## src/rtl/exception_controller_if.sv

```systemverilog
// Bundle between the exception sequencer and the datapath/memory around it.
// master is the sequencer's view; slave is the datapath/memory view.
interface exception_controller_if;
    logic        excOpcode;
    logic        excOverflow;
    logic        excDivZero;
    logic [31:0] pcCurrent;
    logic [7:0]  memData;
    logic [1:0]  causeSel;
    logic        causeWrite;
    logic        epcWrite;
    logic [31:0] epcValue;
    logic        memRead;
    logic [31:0] memAddr;
    logic        pcWrite;
    logic [31:0] pcValue;
    logic        busy;

    modport master (
        input  excOpcode, excOverflow, excDivZero, pcCurrent, memData,
        output causeSel, causeWrite, epcWrite, epcValue, memRead, memAddr,
               pcWrite, pcValue, busy
    );

    modport slave (
        output excOpcode, excOverflow, excDivZero, pcCurrent, memData,
        input  causeSel, causeWrite, epcWrite, epcValue, memRead, memAddr,
               pcWrite, pcValue, busy
    );
endinterface

```

## src/rtl/exception_controller.sv

```systemverilog
// Exception entry sequencer: saves Cause/EPC, fetches the handler vector byte, loads PC.
// Busy for 2+MEM_LATENCY cycles after the flag edge; flags are ignored while busy.
module exception_controller #(
    parameter int MEM_LATENCY  = 1,
    parameter int VEC_OPCODE   = 253,
    parameter int VEC_OVERFLOW = 254,
    parameter int VEC_DIVZERO  = 255
) (
    input  logic                   clk,
    input  logic                   reset,
    exception_controller_if.master bus
);

    typedef enum logic [1:0] {
        ST_IDLE,
        ST_SAVE,
        ST_WAIT,
        ST_LOAD
    } state_t;

    localparam logic [2:0] LAT = 3'(MEM_LATENCY);

    state_t      r_state,     w_state;
    logic [1:0]  r_cause_sel, w_cause_sel;
    logic        r_cause_wr,  w_cause_wr;
    logic        r_epc_wr,    w_epc_wr;
    logic [31:0] r_epc_val,   w_epc_val;
    logic        r_mem_rd,    w_mem_rd;
    logic [31:0] r_mem_addr,  w_mem_addr;
    logic        r_pc_wr,     w_pc_wr;
    logic [31:0] r_pc_val,    w_pc_val;
    logic        r_busy,      w_busy;
    logic [2:0]  r_cnt,       w_cnt;
    logic        w_any_exc;

    assign bus.causeSel   = r_cause_sel;
    assign bus.causeWrite = r_cause_wr;
    assign bus.epcWrite   = r_epc_wr;
    assign bus.epcValue   = r_epc_val;
    assign bus.memRead    = r_mem_rd;
    assign bus.memAddr    = r_mem_addr;
    assign bus.pcWrite    = r_pc_wr;
    assign bus.pcValue    = r_pc_val;
    assign bus.busy       = r_busy;

    // Outputs are computed for the state being entered, so every output is a flop.
    always_comb begin
        w_any_exc   = bus.excOpcode | bus.excOverflow | bus.excDivZero;
        w_state     = r_state;
        w_cause_sel = r_cause_sel;
        w_cause_wr  = 1'b0;
        w_epc_wr    = 1'b0;
        w_epc_val   = r_epc_val;
        w_mem_rd    = 1'b0;
        w_mem_addr  = 32'd0;
        w_pc_wr     = 1'b0;
        w_pc_val    = 32'd0;
        w_busy      = 1'b0;
        w_cnt       = r_cnt;

        case (r_state)
            ST_IDLE: begin
                if (w_any_exc) begin
                    w_state    = ST_SAVE;
                    w_cause_wr = 1'b1;
                    w_epc_wr   = 1'b1;
                    w_epc_val  = bus.pcCurrent - 32'd4;
                    w_mem_rd   = 1'b1;
                    w_busy     = 1'b1;
                    if (bus.excOpcode) begin
                        w_cause_sel = 2'b00;
                        w_mem_addr  = 32'(VEC_OPCODE);
                    end else if (bus.excOverflow) begin
                        w_cause_sel = 2'b01;
                        w_mem_addr  = 32'(VEC_OVERFLOW);
                    end else begin
                        w_cause_sel = 2'b10;
                        w_mem_addr  = 32'(VEC_DIVZERO);
                    end
                end
            end
            ST_SAVE: begin
                w_state    = ST_WAIT;
                w_cnt      = LAT;
                w_mem_rd   = 1'b1;
                w_mem_addr = r_mem_addr;
                w_busy     = 1'b1;
            end
            ST_WAIT: begin
                w_busy = 1'b1;
                if (r_cnt <= 3'd1) begin
                    // Last wait cycle: memData is valid at this edge.
                    w_state  = ST_LOAD;
                    w_cnt    = 3'd0;
                    w_pc_wr  = 1'b1;
                    w_pc_val = {24'd0, bus.memData};
                end else begin
                    w_cnt      = r_cnt - 3'd1;
                    w_mem_rd   = 1'b1;
                    w_mem_addr = r_mem_addr;
                end
            end
            ST_LOAD: begin
                w_state = ST_IDLE;
            end
            default: begin
                w_state = ST_IDLE;
            end
        endcase
    end

    always_ff @(posedge clk or negedge reset) begin
        if (!reset) begin
            r_state     <= ST_IDLE;
            r_cause_sel <= 2'b00;
            r_cause_wr  <= 1'b0;
            r_epc_wr    <= 1'b0;
            r_epc_val   <= 32'd0;
            r_mem_rd    <= 1'b0;
            r_mem_addr  <= 32'd0;
            r_pc_wr     <= 1'b0;
            r_pc_val    <= 32'd0;
            r_busy      <= 1'b0;
            r_cnt       <= 3'd0;
        end else begin
            r_state     <= w_state;
            r_cause_sel <= w_cause_sel;
            r_cause_wr  <= w_cause_wr;
            r_epc_wr    <= w_epc_wr;
            r_epc_val   <= w_epc_val;
            r_mem_rd    <= w_mem_rd;
            r_mem_addr  <= w_mem_addr;
            r_pc_wr     <= w_pc_wr;
            r_pc_val    <= w_pc_val;
            r_busy      <= w_busy;
            r_cnt       <= w_cnt;
        end
    end

endmodule

```

## src/flat_wrapper.sv

```systemverilog
// flat-port wrapper written by rule: the top's interface ports become plain ports
module exception_controller_flat 
#(
    parameter int MEM_LATENCY  = 1,
    parameter int VEC_OPCODE   = 253,
    parameter int VEC_OVERFLOW = 254,
    parameter int VEC_DIVZERO  = 255
)
  (clk, reset, bus_excOpcode, bus_excOverflow, bus_excDivZero, bus_pcCurrent, bus_memData, bus_causeSel, bus_causeWrite, bus_epcWrite, bus_epcValue, bus_memRead, bus_memAddr, bus_pcWrite, bus_pcValue, bus_busy);
  exception_controller_if bus_i ();
  input  logic clk;
  input  logic reset;
  input wire logic [$bits(bus_i.excOpcode)-1:0] bus_excOpcode;
  input wire logic [$bits(bus_i.excOverflow)-1:0] bus_excOverflow;
  input wire logic [$bits(bus_i.excDivZero)-1:0] bus_excDivZero;
  input wire logic [$bits(bus_i.pcCurrent)-1:0] bus_pcCurrent;
  input wire logic [$bits(bus_i.memData)-1:0] bus_memData;
  output wire logic [$bits(bus_i.causeSel)-1:0] bus_causeSel;
  output wire logic [$bits(bus_i.causeWrite)-1:0] bus_causeWrite;
  output wire logic [$bits(bus_i.epcWrite)-1:0] bus_epcWrite;
  output wire logic [$bits(bus_i.epcValue)-1:0] bus_epcValue;
  output wire logic [$bits(bus_i.memRead)-1:0] bus_memRead;
  output wire logic [$bits(bus_i.memAddr)-1:0] bus_memAddr;
  output wire logic [$bits(bus_i.pcWrite)-1:0] bus_pcWrite;
  output wire logic [$bits(bus_i.pcValue)-1:0] bus_pcValue;
  output wire logic [$bits(bus_i.busy)-1:0] bus_busy;
  assign bus_i.excOpcode = bus_excOpcode;
  assign bus_i.excOverflow = bus_excOverflow;
  assign bus_i.excDivZero = bus_excDivZero;
  assign bus_i.pcCurrent = bus_pcCurrent;
  assign bus_i.memData = bus_memData;
  assign bus_causeSel = bus_i.causeSel;
  assign bus_causeWrite = bus_i.causeWrite;
  assign bus_epcWrite = bus_i.epcWrite;
  assign bus_epcValue = bus_i.epcValue;
  assign bus_memRead = bus_i.memRead;
  assign bus_memAddr = bus_i.memAddr;
  assign bus_pcWrite = bus_i.pcWrite;
  assign bus_pcValue = bus_i.pcValue;
  assign bus_busy = bus_i.busy;
  exception_controller #(.MEM_LATENCY(MEM_LATENCY), .VEC_OPCODE(VEC_OPCODE), .VEC_OVERFLOW(VEC_OVERFLOW), .VEC_DIVZERO(VEC_DIVZERO)) u_core (.clk(clk), .reset(reset), .bus(bus_i));
endmodule
```

## config.mk

```make
export PLATFORM = sky130hd
export DESIGN_NAME = exception_controller_flat
export DESIGN_NICKNAME = d
export VERILOG_FILES = /design/src/rtl/exception_controller_if.sv /design/src/rtl/exception_controller.sv /design/src/flat_wrapper.sv
export SDC_FILE = /design/constraint.sdc
export NUM_CORES = 1
export LEC_CHECK = 0
export ABC_CLOCK_PERIOD_IN_PS = 4300
export BUFFER_PORTS_ARGS = -buffer_cell sky130_fd_sc_hd__buf_2
export CORE_ASPECT_RATIO = 0.75
export CORE_MARGIN = 3
export CORE_UTILIZATION = 50
export DETAILED_ROUTE_END_ITERATION = 12
export PLACE_DENSITY = 0.91
export SYNTH_ARGS = -nofsm -noshare
export SYNTH_HDL_FRONTEND = slang
export SYNTH_SLANG_ARGS = --single-unit
export TNS_END_PERCENT = 5
```

## constraint.sdc

```tcl
create_clock -name clk -period 4.3 [get_ports clk]
set_input_delay 0.86 -clock clk [delete_from_list [all_inputs] [get_ports clk]]
set_output_delay 0.86 -clock clk [all_outputs]
set_load 0.02 [all_outputs]
```

==> flow_summary.json, run 1 <==
{
  "status": "finished, final reports clean",
  "place_congestion": 0.862,
  "clk_pin_slew_worst_paths_ps": 100,
  "finalClockSkew_ps": 12.1,
  "placementRows": 24,
  "drt_iter0_drc": 112,
  "p_int_uw": 1250,
  "n_antenna_cell": 0,
  "ir_worst_vdd_uv": 237,
  "clkLatencyLatePin_ps": 310,
  "ys_ff_latch": 54,
  "rrSetupSlack_ps": 1870,
  "synth-main-ff-cell": "dfrtp_1",
  "r2r-end": "u_core.bus.epcValue[24]",
  "cp_data_arrival_time_ps": 3140,
  "dp_hpwl_um": 5530,
  "grt_usage": 0.197,
  "syn_area_um2": 3080,
  "crit_fanout": 12,
  "clock_path_buffers": 2,
  "cp-startpoint": "bus_pcCurrent[2]",
  "nets": 478,
  "core_um2": 5890,
  "synth.distinct_cells": 39,
  "rsz0062_at_grt": "no",
  "pre_cts_slack_ps": 1080,
  "drv_slew": 0,
  "cts_hold_buffers": 0,
  "num-fill-cells": 545,
  "ys_seq_area_frac": 0.438,
  "power.leakage_uw": 0.00168,
  "cts_tree": "done",
  "clkPwrFrac": 0.152,
  "dieArea_um2": 7160,
  "start_kind": "input pin",
  "instances_no_fill": 506,
  "max_freq_ghz": 0.343,
  "synth_enable_flop_cells": 0,
  "seqPwrFrac": 0.368,
  "switching_share": 0.448,
  "required_ps": 4530,
  "tns_ps": 0,
  "crit_end": "u_core.bus.epcValue[26]",
  "synth_area_leaders": "dfrtp_1 (44%), buf_4 (13%), nor2_1 (3.9%), a31oi_1 (3.9%), o21ai_0 (3.7%)",
  "hold_path_class": "flop to flop",
  "numCtsBuffers": 5,
  "drive_gt1_frac": 0.266,
  "whs_ps": 488,
  "htreeDepth": 2,
  "hold_violations": 0,
  "ys_async_sr_fraction": 1.00,
  "dp_cells": 498,
  "layout-area-overhead-vs-synth_pct": 14.2,
  "grt_pass1_vias": 2488,
  "drc": 0,
  "end_kind": "flop",
  "powerDensity_nw_per_um2": 645,
  "die_w_um": 96.7,
  "syn_inst": 340,
  "syn_avg_cell_area_um2": 9.07,
  "antenna_found_initial": 0,
  "ioPinCount": 148,
  "setup_viol": 0,
  "maxCapViolCount": 0,
  "vias": 2671,
  "chipHeight_um": 74.0,
  "wire_per_inst_um": 14.1,
  "tightest_slew_ps": 1190,
  "drtPass1Iterations": 4,
  "postCtsSetupBuffers": 0,
  "ctsResizeCount": 0,
  "post-route-period-util": 0.677,
  "reg2reg_from": "u_core.r_state[0]",
  "setup_ws_ps": 1390,
  "yosys.area.top_type": "dfrtp_1",
  "clock-sinks": 54,
  "ant_nets": 0,
  "grt_pass1_wl_um": 11700,
  "wl_um": 7160,
  "pwr-share-comb": 0.481,
  "yosys_warnings": 0,
  "start_util": 0.524,
  "min_period_ps": 2910,
  "port_buffers": 99,
  "r2r_cells": 7,
  "synthDominantCellAreaShare": 0.438,
  "switching_power_uw": 1020,
  "maxSlewHeadroom": 0.208,
  "criticalPathCategory": "input pin to flop",
  "viasPerCell": 5.28,
  "grt_max_degree": 42,
  "clock_tree.root_cell": "clkbuf_8",
  "p_total_uw": 2270,
  "overflow": 0
}
## registers in the layout (all words and copies together) (netlist names)
signal                 cells
u_core.r_cnt               3
u_core.bus.pcValue         8
u_core.r_state             2
u_core.bus.causeWrite      1
u_core.bus.epcValue       32
u_core.bus.memAddr         3
u_core.bus.busy            1
u_core.bus.pcWrite         1
u_core.bus.memRead         1
u_core.bus.causeSel        2
## per-stage QoR
stage	utilization	cell area, um2
after detailed placement	0.579	3410
after global placement	0.579	3410
after CTS	0.599	3520
after global routing	0.599	3520
after floorplan	-	3260
final	0.599	3520
## critical path: stages
cell and delay [ps]:
buf_2 120, inv_1 60, ha_1 210, nor4b_1 650
nand4_1 510, or4_1 560, a31oi_1 180
## final cells by class
class | count | area [um2] | area share
Clock buffer | 5 | 68.8 | 0.0195
Clock inverter | 3 | 45.0 | 0.0128
Inverter | 10 | 37.5 | 0.0107
Multi-Input combinational cell | 254 | 1410 | 0.399
Sequential cell | 54 | 1350 | 0.384
Tap cell | 78 | 97.6 | 0.0277
Timing Repair Buffer | 102 | 518 | 0.147
## per-layer routing
layer | share of wire | GRT usage | wire length (um)
met5 | 0 | 0 | 0
met1 | 0.42 | 0.258 | 3030
met2 | 0.48 | 0.324 | 3440
met4 | 0.018 | 0.0748 | 127
met3 | 0.079 | 0.0497 | 563
## cells by family after synthesis
group / synth area share
DFF: 0.438
AOI/OAI and AO/OA: 0.134
buffers and inverters: 0.163
other: 0.00122
xor gates and xnor gates: 0.0284
and+or+nand+nor: 0.210
adders and majority gates: 0.0243
## synth_stat cells (6+ instances only)
master	count
a31oi_1	19
o21ai_0	23
nor4_1	8
inv_1	10
nor3_1	8
or4_1	10
o31ai_1	8
ha_1	6
buf_4	54
nand2_1	27
xnor2_1	8
clkbuf_1	11
and2_1	8
nor2_1	32
dfrtp_1	54
## cell usage in the layout (no fill, tap or decap), types with 2 or more instances in the layout
cell        count
a21oi_1         4
a31o_2          2
a31oi_1        19
and2_1          8
buf_2          99
buf_4           3
clkbuf_8        5
clkinvlp_4      2
conb_1         48
dfrtp_1        54
ha_1            6
inv_1          10
nand2_1        27
nand2b_1        4
nand3_1         4
nand4_1         5
nand4b_1        5
nor2_1         32
nor3_1          8
nor4_1          8
o21a_1          2
o21ai_0        23
o31ai_1         8
o41ai_1         5
or3_1           5
or4_1          10
xnor2_1         8
xor2_1          2
## power groups by stage
stage	sequential [uW]	clock [uW]	combinational, uW
4_1_cts	837	355	1100
3_3_place_gp	840	0	1060
3_5_place_dp	848	0	1100
5_1_grt	868	378	1200
6_report	836	345	1090
2_1_floorplan	1100	0	527
## worst min-delay path by stage
stage	from	endpoint	slack [ps]	cells after the start
after CTS	u_core.bus.epcValue[8]	u_core.bus.epcValue[8]	490	2
after global routing	u_core.bus.epcValue[9]	u_core.bus.epcValue[9]	520	2
after floorplan	u_core.r_state[0]	u_core.r_state[0]	520	1
after detailed placement	u_core.bus.epcValue[15]	u_core.bus.epcValue[15]	470	2
after global placement	u_core.bus.epcValue[1]	u_core.bus.epcValue[1]	450	2
final	u_core.bus.epcValue[0]	u_core.bus.epcValue[0]	490	2
No activity file was read; power rests on OpenSTA's default activity.
==> run 2, diff against run 1 <==
- ABC_CLOCK_PERIOD_IN_PS: 4300 -> 2820
- CORE_UTILIZATION: 50 -> 47
- PLACE_DENSITY: 0.91 -> 0.86
- clock period: 4.3 -> 2.82 ns (I/O delays scaled with it)
==> flow_summary.json, run 2 (synthesized netlist as in run 1, its figures left out) <==
{
  "layout-area-overhead-vs-synth_pct": 14.6,
  "largest_reg_flops": 32,
  "drt_iter0_drc": 152,
  "placementRows": 24,
  "antenna_found_initial": 0,
  "start_util": 0.508,
  "port_buffers": 99,
  "core_um2": 6070,
  "nets": 479,
  "ioPinCount": 148,
  "finalClockSkew_ps": 6.41,
  "crit_fanout": 12,
  "start_kind": "input pin",
  "tns_ps": 0,
  "setup_viol": 0,
  "cts_hold_buffers": 0,
  "max_freq_ghz": 0.439,
  "most-common-layout-cells": "buf_2 (99), dfrtp_1 (54), conb_1 (48)",
  "ir_worst_vdd_uv": 346,
  "drive_gt1_frac": 0.268,
  "overflow": 0,
  "drv_slew": 0,
  "cp_data_arrival_time_ps": 2510,
  "hold_path_class": "input pin to asynchronous set/reset pin",
  "maxSlewHeadroom": 0.212,
  "clkLatencyLatePin_ps": 310,
  "end_kind": "flop",
  "post-route-period-util": 0.808,
  "chipHeight_um": 76.2,
  "clock_path_buffers": 2,
  "status": "finished, final reports clean",
  "cts_tree": "done",
  "clock-sinks": 54,
  "ctsResizeCount": 0,
  "clk_pin_slew_worst_paths_ps": 100,
  "powerDensity_nw_per_um2": 984,
  "dp_hpwl_um": 5500,
  "grt_pass1_vias": 2285,
  "grt_max_degree": 42,
  "clock_tree.root_cell": "clkbuf_8",
  "instances_no_fill": 507,
  "vias": 2606,
  "dp_cells": 499,
  "dieArea_um2": 7580,
  "die_w_um": 99.5,
  "multi_input_area_um2": 1410,
  "regArea_um2": 1350,
  "layout_commonest_cell": "buf_2",
  "drc": 0,
  "rrSetupSlack_ps": 630,
  "min_period_ps": 2280,
  "drtPass1Iterations": 4,
  "n_antenna_cell": 0,
  "wl_um": 7110,
  "grt_usage": 0.180,
  "hold_violations": 0,
  "htreeDepth": 2,
  "viasPerCell": 5.14,
  "wire_per_inst_um": 14.0,
  "ant_nets": 0,
  "tightest_slew_ps": 1180,
  "place_congestion": 0.823,
  "whs_ps": 137,
  "num-fill-cells": 558,
  "postCtsSetupBuffers": 0,
  "required_ps": 3050,
  "criticalPathCategory": "input pin to flop",
  "power.leakage_uw": 0.00169,
  "grt_pass1_wl_um": 11200,
  "rsz0062_at_grt": "no",
  "maxCapViolCount": 0,
  "numCtsBuffers": 5
}
[run 2: cell count changes in the layout (fill, tap and decap cells not counted)]
cell,delta
buf_4,+1
clkinvlp_4,-1
inv_8,+1
[run 2: through the flow]
stage | utilization | setup slack [ps] | power [uW] | instance area, um2
2_1_floorplan | - | 502 | 2480 | 3260
3_3_place_gp | 0.563 | 298 | 2910 | 3420
3_5_place_dp | 0.563 | 212 | 2960 | 3420
4_1_cts | 0.583 | 545 | 3510 | 3530
5_1_grt | 0.583 | 298 | 3730 | 3530
6_report | 0.583 | 541 | 3480 | 3530
[run 2: cell type report]
cell class	instances	area share
sequential	54	0.382
multi-input combinational	254	0.398
clock buffer	5	0.0195
tap	78	0.0276
inverter	10	0.0106
timing repair buffer	103	0.149
clock inverter	3	0.0138
[run 2: critical path, stage by stage]
cell,delay (ps)
buf_2,120
inv_1,60
ha_1,210
nor4b_1,300
buf_4,200
nand4_1,360
or4_1,530
a31oi_1,160
[run 2: final timing paths]
check,cells after the start,from,endpoint
worst min-delay path,1,reset,u_core.bus.epcValue[23]
max in group asynchronous,2,reset,u_core.bus.epcValue[20]
worst min register to register,2,u_core.bus.epcValue[11],u_core.bus.epcValue[11]
worst max-delay path,8,bus_pcCurrent[3],u_core.bus.epcValue[26]
worst max register to register,6,u_core.r_state[0],u_core.bus.epcValue[21]
min in group clk,3,bus_pcCurrent[1],u_core.bus.epcValue[1]
[run 2: routing by layer]
| layer | vias up | wire [um] | GRT usage |
|---|---|---|---|
| met4 | 0 | 56 | 0.0382 |
| met1 | 1217 | 3080 | 0.241 |
| met5 | - | 0 | 0 |
| met2 | 108 | 3440 | 0.292 |
| li1 | 1274 | - | - |
| met3 | 7 | 530 | 0.0494 |
[run 2: where the power goes]
| group | switching (uW) | internal (uW) | leakage (uW) |
|---|---|---|---|
| sequential | 165 | 1110 | 0.000654 |
| combinational | 1120 | 537 | 0.000984 |
| clock | 275 | 271 | 0.0000563 |
| total | 1560 | 1920 | 0.00169 |
==> run 3, diff against run 2 <==
- ABC_AREA: default -> 1
- ABC_CLOCK_PERIOD_IN_PS: 2820 -> 2100
- CORE_UTILIZATION: 47 -> 48
- clock period: 2.82 -> 2.1 ns (I/O delays scaled with it)
==> flow_summary.json, run 3 <==
{
  "status": "finished, final reports clean",
  "grt_usage": 0.200,
  "powerDensity_nw_per_um2": 1260,
  "stdcell_area_um2": 3750,
  "wl_um": 7870,
  "synth_most_common_cell": "nand2_1",
  "wire_per_inst_um": 12.5,
  "port_buffers": 99,
  "regArea_um2": 1350,
  "crit_end": "u_core.bus.memAddr[1]",
  "viasPerCell": 4.74,
  "synth_area_leaders": "dfrtp_1 (41%), nand2_1 (14%), buf_4 (12%), nor2_1 (8.0%), inv_1 (4.5%)",
  "ant_nets": 0,
  "layout_commonest_cell": "nand2_1",
  "multi_input_area_um2": 1520,
  "synth_enable_flop_cells": 0,
  "clock-sinks": 54,
  "syn_area_um2": 3300,
  "ys_async_sr_fraction": 1.00,
  "end_kind": "flop",
  "drtPass1Iterations": 4,
  "postCtsSetupBuffers": 0,
  "cp_slowest_cell": "inv_2",
  "core_um2": 6470,
  "power.leakage_uw": 0.00209,
  "synth_commonest_cells": "nand2_1 (123), nor2_1 (70), buf_4 (54), dfrtp_1 (54), inv_1 (40)",
  "clock_path_buffers": 2,
  "nets": 596,
  "syn_avg_cell_area_um2": 7.34,
  "synthDominantCellAreaShare": 0.409,
  "largest_reg_flops": 32,
  "crit_family": "buffers and inverters",
  "num-fill-cells": 620,
  "dieArea_um2": 7920,
  "pre_cts_slack_ps": 265,
  "path_cells": "inv_1, ha_1, nand2_2, inv_2, nand2_1, o22ai_1",
  "hold_violations": 0,
  "cp_num_cells": 6,
  "clkLatencyLatePin_ps": 310,
  "min_period_ps": 1770,
  "htreeDepth": 2,
  "drt_iter0_drc": 119,
  "maxCapViolCount": 0,
  "ys_ff_latch": 54,
  "cts_hold_buffers": 0,
  "die_w_um": 102,
  "start_kind": "flop",
  "r2r-end": "u_core.bus.memAddr[1]",
  "start_util": 0.510,
  "max_freq_ghz": 0.565,
  "required_ps": 2330,
  "maxSlewHeadroom": 0.548,
  "dpl-instance-area_um2": 3650,
  "layout-area-overhead-vs-synth_pct": 13.6,
  "ioPinCount": 148,
  "clock_tree.root_cell": "clkbuf_8",
  "criticalPathCategory": "flop to flop",
  "syn_inst": 450,
  "overflow": 0,
  "numCtsBuffers": 5,
  "setup_viol": 0,
  "most-common-layout-cells": "nand2_1 (123), buf_2 (99), nor2_1 (70)",
  "grt_max_degree": 55,
  "dp_hpwl_um": 6080,
  "placementRows": 25,
  "vias": 2969,
  "drive_gt1_frac": 0.233,
  "drv_slew": 0,
  "n_antenna_cell": 0,
  "path_buf_inv": 2,
  "antenna_found_initial": 0,
  "postLayoutCoreUtil": 0.580,
  "r2r_cells": 6,
  "synth-main-ff-cell": "dfrtp_1",
  "yosys.area.top_type": "dfrtp_1",
  "post-route-period-util": 0.843,
  "rrSetupSlack_ps": 330,
  "ir_worst_vdd_uv": 583,
  "hold_path_class": "input pin to asynchronous set/reset pin",
  "reg2reg_from": "u_core.r_state[0]",
  "grt_pass1_wl_um": 12900,
  "cp-startpoint": "u_core.r_state[0]",
  "cts_tree": "done",
  "ctsResizeCount": 0,
  "finalClockSkew_ps": 5.96,
  "tightest_slew_ps": 679,
  "crit_fanout": 36,
  "grt_pass1_vias": 2845,
  "ys_seq_area_frac": 0.409,
  "place_congestion": 0.935,
  "cpPeakStageDelay_ps": 500,
  "cp_data_arrival_time_ps": 2000,
  "yosys_warnings": 0,
  "tns_ps": 0,
  "chipHeight_um": 77.8,
  "synth.distinct_cells": 28,
  "setup_ws_ps": 330,
  "whs_ps": 216,
  "drc": 0,
  "rsz0062_at_grt": "no",
  "clk_pin_slew_worst_paths_ps": 110
}
run 3: changes by cell type in the layout (fill, tap and decap cells not counted), sizes merged, moves of 10 or more:
cell   delta
nor2     +44
a31oi    -12
or4      -10
nand2   +101
nand3    +26
a21oi    +14
inv      +35
o21ai    -14
run 3: kinds of logic after synthesis:
family / count (synthesis) / synth area share
compound gates: 44 / 0.0800
xor+xnor: 3 / 0.00796
fa+ha+maj: 6 / 0.0227
buf+inv: 105 / 0.183
flops: 54 / 0.409
other cells: 1 / 0.00114
simple gates: 237 / 0.296
run 3: cell type report:
class,count,share of cell area
multi-input combinational,338,0.406
sequential,54,0.360
timing repair buffer,101,0.136
inverter,45,0.0450
tap,81,0.0270
clock buffer,5,0.0183
clock inverter,3,0.00767
run 3: worst min-delay path by stage:
stage,endpoint,slack [ps]
finish,u_core.bus.busy,220
floorplan,u_core.bus.busy,120
global route,u_core.bus.memRead,270
global placement,u_core.bus.causeSel[0],460
detailed placement,u_core.bus.epcValue[28],460
CTS,u_core.bus.epcValue[30],250
run 3: power by group:
part	switching [uW]	leakage (uW)	total, uW	internal [uW]
Combinational	1640	0.00138	2370	737
Sequential	229	0.000665	1730	1500
Clock	382	0.0000506	633	251
Total	2250	0.00209	4740	2490
run 3: layer usage:
layer | track usage | routed length, um | vias to the layer above | part of all wire
met5 | 0 | 0 | - | 0
met4 | 0.0425 | 22 | 0 | 0.0028
met3 | 0.0440 | 637 | 4 | 0.081
met2 | 0.330 | 3690 | 119 | 0.47
met1 | 0.269 | 3510 | 1359 | 0.45
li1 | - | - | 1487 | -
run 3: stage by stage:
step / power (uW) / cells
2_1_floorplan: 3470 / 497
3_3_place_gp: 4070 / 619
3_5_place_dp: 4140 / 619
4_1_cts: 4790 / 627
5_1_grt: 5110 / 627
6_report: 4740 / 627
